$ cat src/rtl/encoder_42_pipe.sv
// encoder_42_pipe: 4-to-2 priority encoder with a single-entry registered
// output stage, valid/ready handshakes on both sides, an active-low input
// enable, and a wrapping counter of completed output transfers.
// Optional build macro: ENC_ONEHOT_CHECK_EN. When it is defined, err is
// registered high alongside any code whose d had two or more bits set.
// When it is undefined, err is tied low.
module encoder_42_pipe #(
   parameter int unsigned CNT_W = 8
) (
   input  logic             clk,
   input  logic             rst_n,
   input  logic             en,
   input  logic [3:0]       d,
   input  logic             in_valid,
   output logic             in_ready,
   output logic             a,
   output logic             b,
   output logic             none,
   output logic             err,
   output logic             out_valid,
   input  logic             out_ready,
   output logic [CNT_W-1:0] cnt
);

   typedef enum logic {EMPTY, FULL} state_t;

   state_t state_q, state_d;
   logic   accept;
   logic   out_xfer;
   logic   enc_a, enc_b, enc_none;

   // A new code may enter when the slot is free or is being drained this cycle
   assign in_ready  = !en && (state_q == EMPTY || out_ready);
   assign accept    = in_valid && in_ready;
   assign out_valid = (state_q == FULL);
   assign out_xfer  = out_valid && out_ready;

   // Priority encode d; bit 3 wins
   always_comb begin
      enc_a    = 1'b0;
      enc_b    = 1'b0;
      enc_none = 1'b0;
      casez (d)
         4'b1???: begin enc_a = 1'b1; enc_b = 1'b1; end
         4'b01??: begin enc_a = 1'b1; enc_b = 1'b0; end
         4'b001?: begin enc_a = 1'b0; enc_b = 1'b1; end
         4'b0001: begin enc_a = 1'b0; enc_b = 1'b0; end
         default: enc_none = 1'b1;
      endcase
   end

   // Next-state: fill on accept, drain on out_ready, stay full on simultaneous refill
   always_comb begin
      state_d = state_q;
      case (state_q)
         EMPTY: if (accept) state_d = FULL;
         FULL: begin
            if (accept)         state_d = FULL;
            else if (out_ready) state_d = EMPTY;
         end
         default: state_d = EMPTY;
      endcase
   end

   // State register
   always_ff @(posedge clk or negedge rst_n) begin
      if (!rst_n) state_q <= EMPTY;
      else        state_q <= state_d;
   end

   // Output code register: loads only on accept, so d is ignored otherwise
   always_ff @(posedge clk or negedge rst_n) begin
      if (!rst_n) begin
         a    <= 1'b0;
         b    <= 1'b0;
         none <= 1'b0;
      end else if (accept) begin
         a    <= enc_a;
         b    <= enc_b;
         none <= enc_none;
      end
   end

`ifdef ENC_ONEHOT_CHECK_EN
   logic multi_hot;

   // Two or more request lines set at once
   always_comb begin
      multi_hot = (d[3] & (d[2] | d[1] | d[0])) |
                  (d[2] & (d[1] | d[0])) |
                  (d[1] & d[0]);
   end

   // Error flag travels with its code
   always_ff @(posedge clk or negedge rst_n) begin
      if (!rst_n)      err <= 1'b0;
      else if (accept) err <= multi_hot;
   end
`else
   assign err = 1'b0;
`endif

   // Count completed output transfers; wraps naturally at all-ones
   always_ff @(posedge clk or negedge rst_n) begin
      if (!rst_n)        cnt <= '0;
      else if (out_xfer) cnt <= cnt + 1'b1;
   end

endmodule

$ cat config.mk
export PLATFORM = sky130hd
export DESIGN_NAME = encoder_42_pipe
export DESIGN_NICKNAME = d
export VERILOG_FILES = /design/src/rtl/encoder_42_pipe.sv
export SDC_FILE = /design/constraint.sdc
export NUM_CORES = 1
export LEC_CHECK = 0
export CAP_MARGIN = 20
export CORE_AREA = 2 2 39 41
export DETAILED_ROUTE_END_ITERATION = 10
export DIE_AREA = 0 0 41 43
export PLACE_DENSITY = 0.84
export SLEW_MARGIN = 40
export SYNTH_ARGS = -nofsm -noshare
export SYNTH_HDL_FRONTEND = slang
export SYNTH_SLANG_ARGS = --single-unit
$ cat constraint.sdc
create_clock -name clk -period 2.7 [get_ports clk]
set_clock_uncertainty 0.2 [all_clocks]
set_input_delay 0.54 -clock clk [delete_from_list [all_inputs] [get_ports clk]]
set_output_delay 0.54 -clock clk [all_outputs]
set_load 0.02 [all_outputs]
---- After elaboration in Yosys (flattened, before gate mapping) ----
Index checks and enable logic that the tools add are counted.
operators by class
  mux-type cells .......................... 7
  eq/ne operators ......................... 3
  $add $sub $neg .......................... 1
  bitwise logic cells ..................... 1
  reductions and logical operators ........ 8
operators with widths
  cell                   number
  $add A8 B1 Y8 const B  1
  $mux W1                6
  $eq A4 B1 Y1 const B   1
  $reduce_or A2 Y1       2
  $reduce_or A4 Y1       1
  $eq A3 B1 Y1 const B   1
  $logic_and A1 B1 Y1    3
  $eq A2 B1 Y1 const B   1
  $pmux W1 S2            1
  $logic_not A1 Y1       1
  $logic_or A1 B1 Y1     1
  $not A1 Y1             1
word-level totals
  register bits after elaboration ......... 12
  output and inout bits ................... 14

---- Logic depth before layout (Yosys ltp) ----
  depth in word-level cells ............... 6
  mapped depth ............................ 4
  gate-level depth less buffers ........... 4

---- Worst setup path before layout ----
No wires, ideal clock.
  path kind ............................... register -> output
  start ................................... register state_q (netlist: out_valid)
  end ..................................... output port in_ready
  cell stages (with the launch flop) ...... 3
  data arrival time ....................... 0.956 ns
  required time ........................... 1.960 ns
  path slack .............................. 1.004 ns
  buffers on the path ..................... 0
  cell sequence ........................... dfrtp_1 > nor2b_2 > nor2_1
between the ends
  longest elaborated chain between the ends .. 3
RTL lines
  item                    RTL line  RTL
  start, declared         27        state_t state_q, state_d;
  start signal, assigned  68        else state_q <= state_d;
  $not A1 Y1              -
  $logic_or A1 B1 Y1      33        assign in_ready = !en && (state_q == EMPTY || out_ready);
  $logic_and A1 B1 Y1     33
  end, declared           15        output logic in_ready,
No other way between the ends.

---- Worst setup path after layout ----
  start ................................... input port out_ready
  end ..................................... output port in_ready
between the ends
  longest elaborated chain between the ends .. 2
RTL lines
  item                 RTL line  RTL
  start, declared      21        input logic out_ready,
  $logic_or A1 B1 Y1   33
  $logic_and A1 B1 Y1  33
No other way between the ends.

==> metrics <==
nets@finish=82; I/O pin cnt=23; startpoint types=primary input; Synth area leaders=dfrtp_1 54%, xor2_1 7.9%, mux2_2 6.1%; max-slew violation count=0; # diodes=0; area leader, netlist=dfrtp_1; hold buffers post-CTS=0; TritonCTS Buffers=3; largest net degree at the start of global routing=13; status=complete, no violations; antenna violations before repair=0; Hold Fails Final Rpt=0; FF+latch count, synth=12; routed len/inst=just over 10 um; CTS max path bufs=2; global-route wire length before repair=between 1500 and 2000 um; peak supply drop=approximately 0.47 mV; synthesized net count=between 50 and 60; I/O Buffers=21; total track usage=13.1%; hold depth=1; TNS Setup=0 ns; arrival time worst endpoint=about 1.8 ns; DR iter-0 viols=2; H-tree Lvls=1; Mapped Cells=47; Final setup viols=0; Die ar.=~1800 sq um; LEAKAGE=between 0.3 and 0.4 nW; minimum clock period=between 2 and 3 ns; clock sink count=12; vias in the first global route=419; Top FF cell, synth=dfrtp_1; Core Rows=14; worst r2r src=out_valid; Post-synth EDFFs=0; total iterations of the first detailed-routing run=2; max cap viols=0; CTS root buf=clkbuf_4; Ys Warns=0; post-CTS setup buffer count=0; number of remaining DRC errors=0; final WL=901 um; GRT Residual Overflow=0; RSZ-0062 raised after global routing=false; register area=300 sq um; Worst R2R Path Depth=3; Synth top area share=between 50% and 60%; Syn Std Cell Area=~550 sq um; critical setup path kind=primary input to output pin; Slew HR=approximately 65%; final non-filler cell total=87; measured slew at the worst slew-check pin=0.528 ns; hold crit path type=register to register; core area=1380 sq um; Placer Congestion=just over 0.7; flop-to-flop setup slack=approximately 1.2 ns; Die X=41 um; crit end category=output pin; layout cells sized above 1=between 10% and 20%; reg-to-reg critical path endpoint=none; worst skew pair latency=between 0.2 and 0.3 ns; area grow syn2layout=46.9%; ys async rst share=100%; Tcrit/Tclk final=95.7%; Seq/Total Area, Yosys=about 54%; maximum clock rate=a little under 400 MHz; Crit path required time=between 1.5 and 2 ns; FILL cells=123; Worst Path Max Fanout=3; total number of vias=approximately 410; hold path endpoint=cnt[7]; hold path startpoint=cnt[7]; Vias per Instance=~4.7; Synth cell types=19; CTS tree=yes; Reg clk slew, reported paths=0.08 ns; Die Height=~43 um; Placed Instances=83; Pwr Density=between 700 and 800 nW/um^2; Initial Util=between 30 and 40%; post_cts resized=0; Post-Syn Area per Cell=between 10 and 15 sq um; Multi-input gate area=approximately 240 sq um; DP HPWL=747 um; ANT nets after route=0
[cells in the mapped netlist (2+ instances only)]
cell and count:
nor2_1 3, xnor2_1 2, nand3_1 2, dfrtp_1 12, mux2_2 3, nor3_1 3
or2_2 2, nand2_1 4, xor2_1 5, inv_1 2
[cell type report]
| type | instances | area share (%) |
|---|---|---|
| Multi-Input combinational cell | 32 | 29.2 |
| Tap cell | 16 | 2.47 |
| Clock buffer | 4 | 4.48 |
| Timing Repair Buffer | 21 | 25.9 |
| Inverter | 2 | 0.926 |
| Sequential cell | 12 | 37.0 |
[logic make-up after synthesis]
family                     count (synthesis)  synth area share [%]
DFF                                       12                  54.4
and+or+nand+nor                           18                  20.0
buffers and inverters                      3                  2.72
adders and majority gates                  1                  2.27
muxes                                      4                  7.94
xor gates and xnor gates                   7                  11.1
AOI/OAI and AO/OA                          1                 0.906
other                                      1                 0.680
[sequential cells by signal, indices dropped and copies added, names as in the netlist]
signal / count
b: 1
out_valid: 1
none: 1
a: 1
cnt: 8
[power by group]
group          total (mW)  internal (mW)  switching, mW  leakage, nW
clock network       0.140         0.0819         0.0578       0.0210
logic               0.229          0.122          0.107        0.194
registers           0.268          0.222         0.0462        0.151
[layout by cell type (no fill, tap or decap), drive strengths merged]
master,instances
mux2i,1
xnor2,2
ha,1
nor3b,1
clkdlybuf4s50,21
dfrtp,12
nor4,1
nand2,5
xor2,5
nor3,3
nor2,3
nor2b,1
inv,2
mux2,3
clkbuf,4
a21oi,1
or2,2
nand3,2
conb,1
[stage by stage]
stage / setup slack [ns] / util, % / power (mW) / cell area [sq um] / hold WS (ns)
after CTS: 0.0992 / 58.6 / 0.645 / 811 / 0.275
after floorplan: 1.00 / - / 0.385 / 552 / 0.0444
final: 0.116 / 58.6 / 0.636 / 811 / 0.269
after global routing: 0.0438 / 58.6 / 0.675 / 811 / 0.310
after global placement: 0.133 / 56.0 / 0.498 / 774 / 0.255
after detailed placement: 0.0982 / 56.0 / 0.505 / 774 / 0.265
[metal layers]
layer | routed length, um | up-vias | GRT usage, %
li1 | - | 202 | -
met1 | 368 | 189 | 15.2
met2 | 459 | 17 | 21.6
met3 | 73 | 0 | 3.14
met4 | 0 | 0 | 6.00
met5 | 0 | - | 0
[worst max path at each step]
stage,startpoint,to,slack (ns),cells after the start
floorplan,out_valid,in_ready,1.00,2
CTS,out_ready,in_ready,0.1,4
global placement,out_ready,in_ready,0.13,4
finish,out_ready,in_ready,0.12,4
detailed placement,out_ready,in_ready,0.1,4
global route,out_ready,in_ready,0.04,4
[critical path, cell delays in order]
cell             delay, ns
clkdlybuf4s50_1       0.53
nor2b_2               0.08
nor2_1                0.09
clkdlybuf4s50_1       0.61
(Power assumes the default switching activity.)
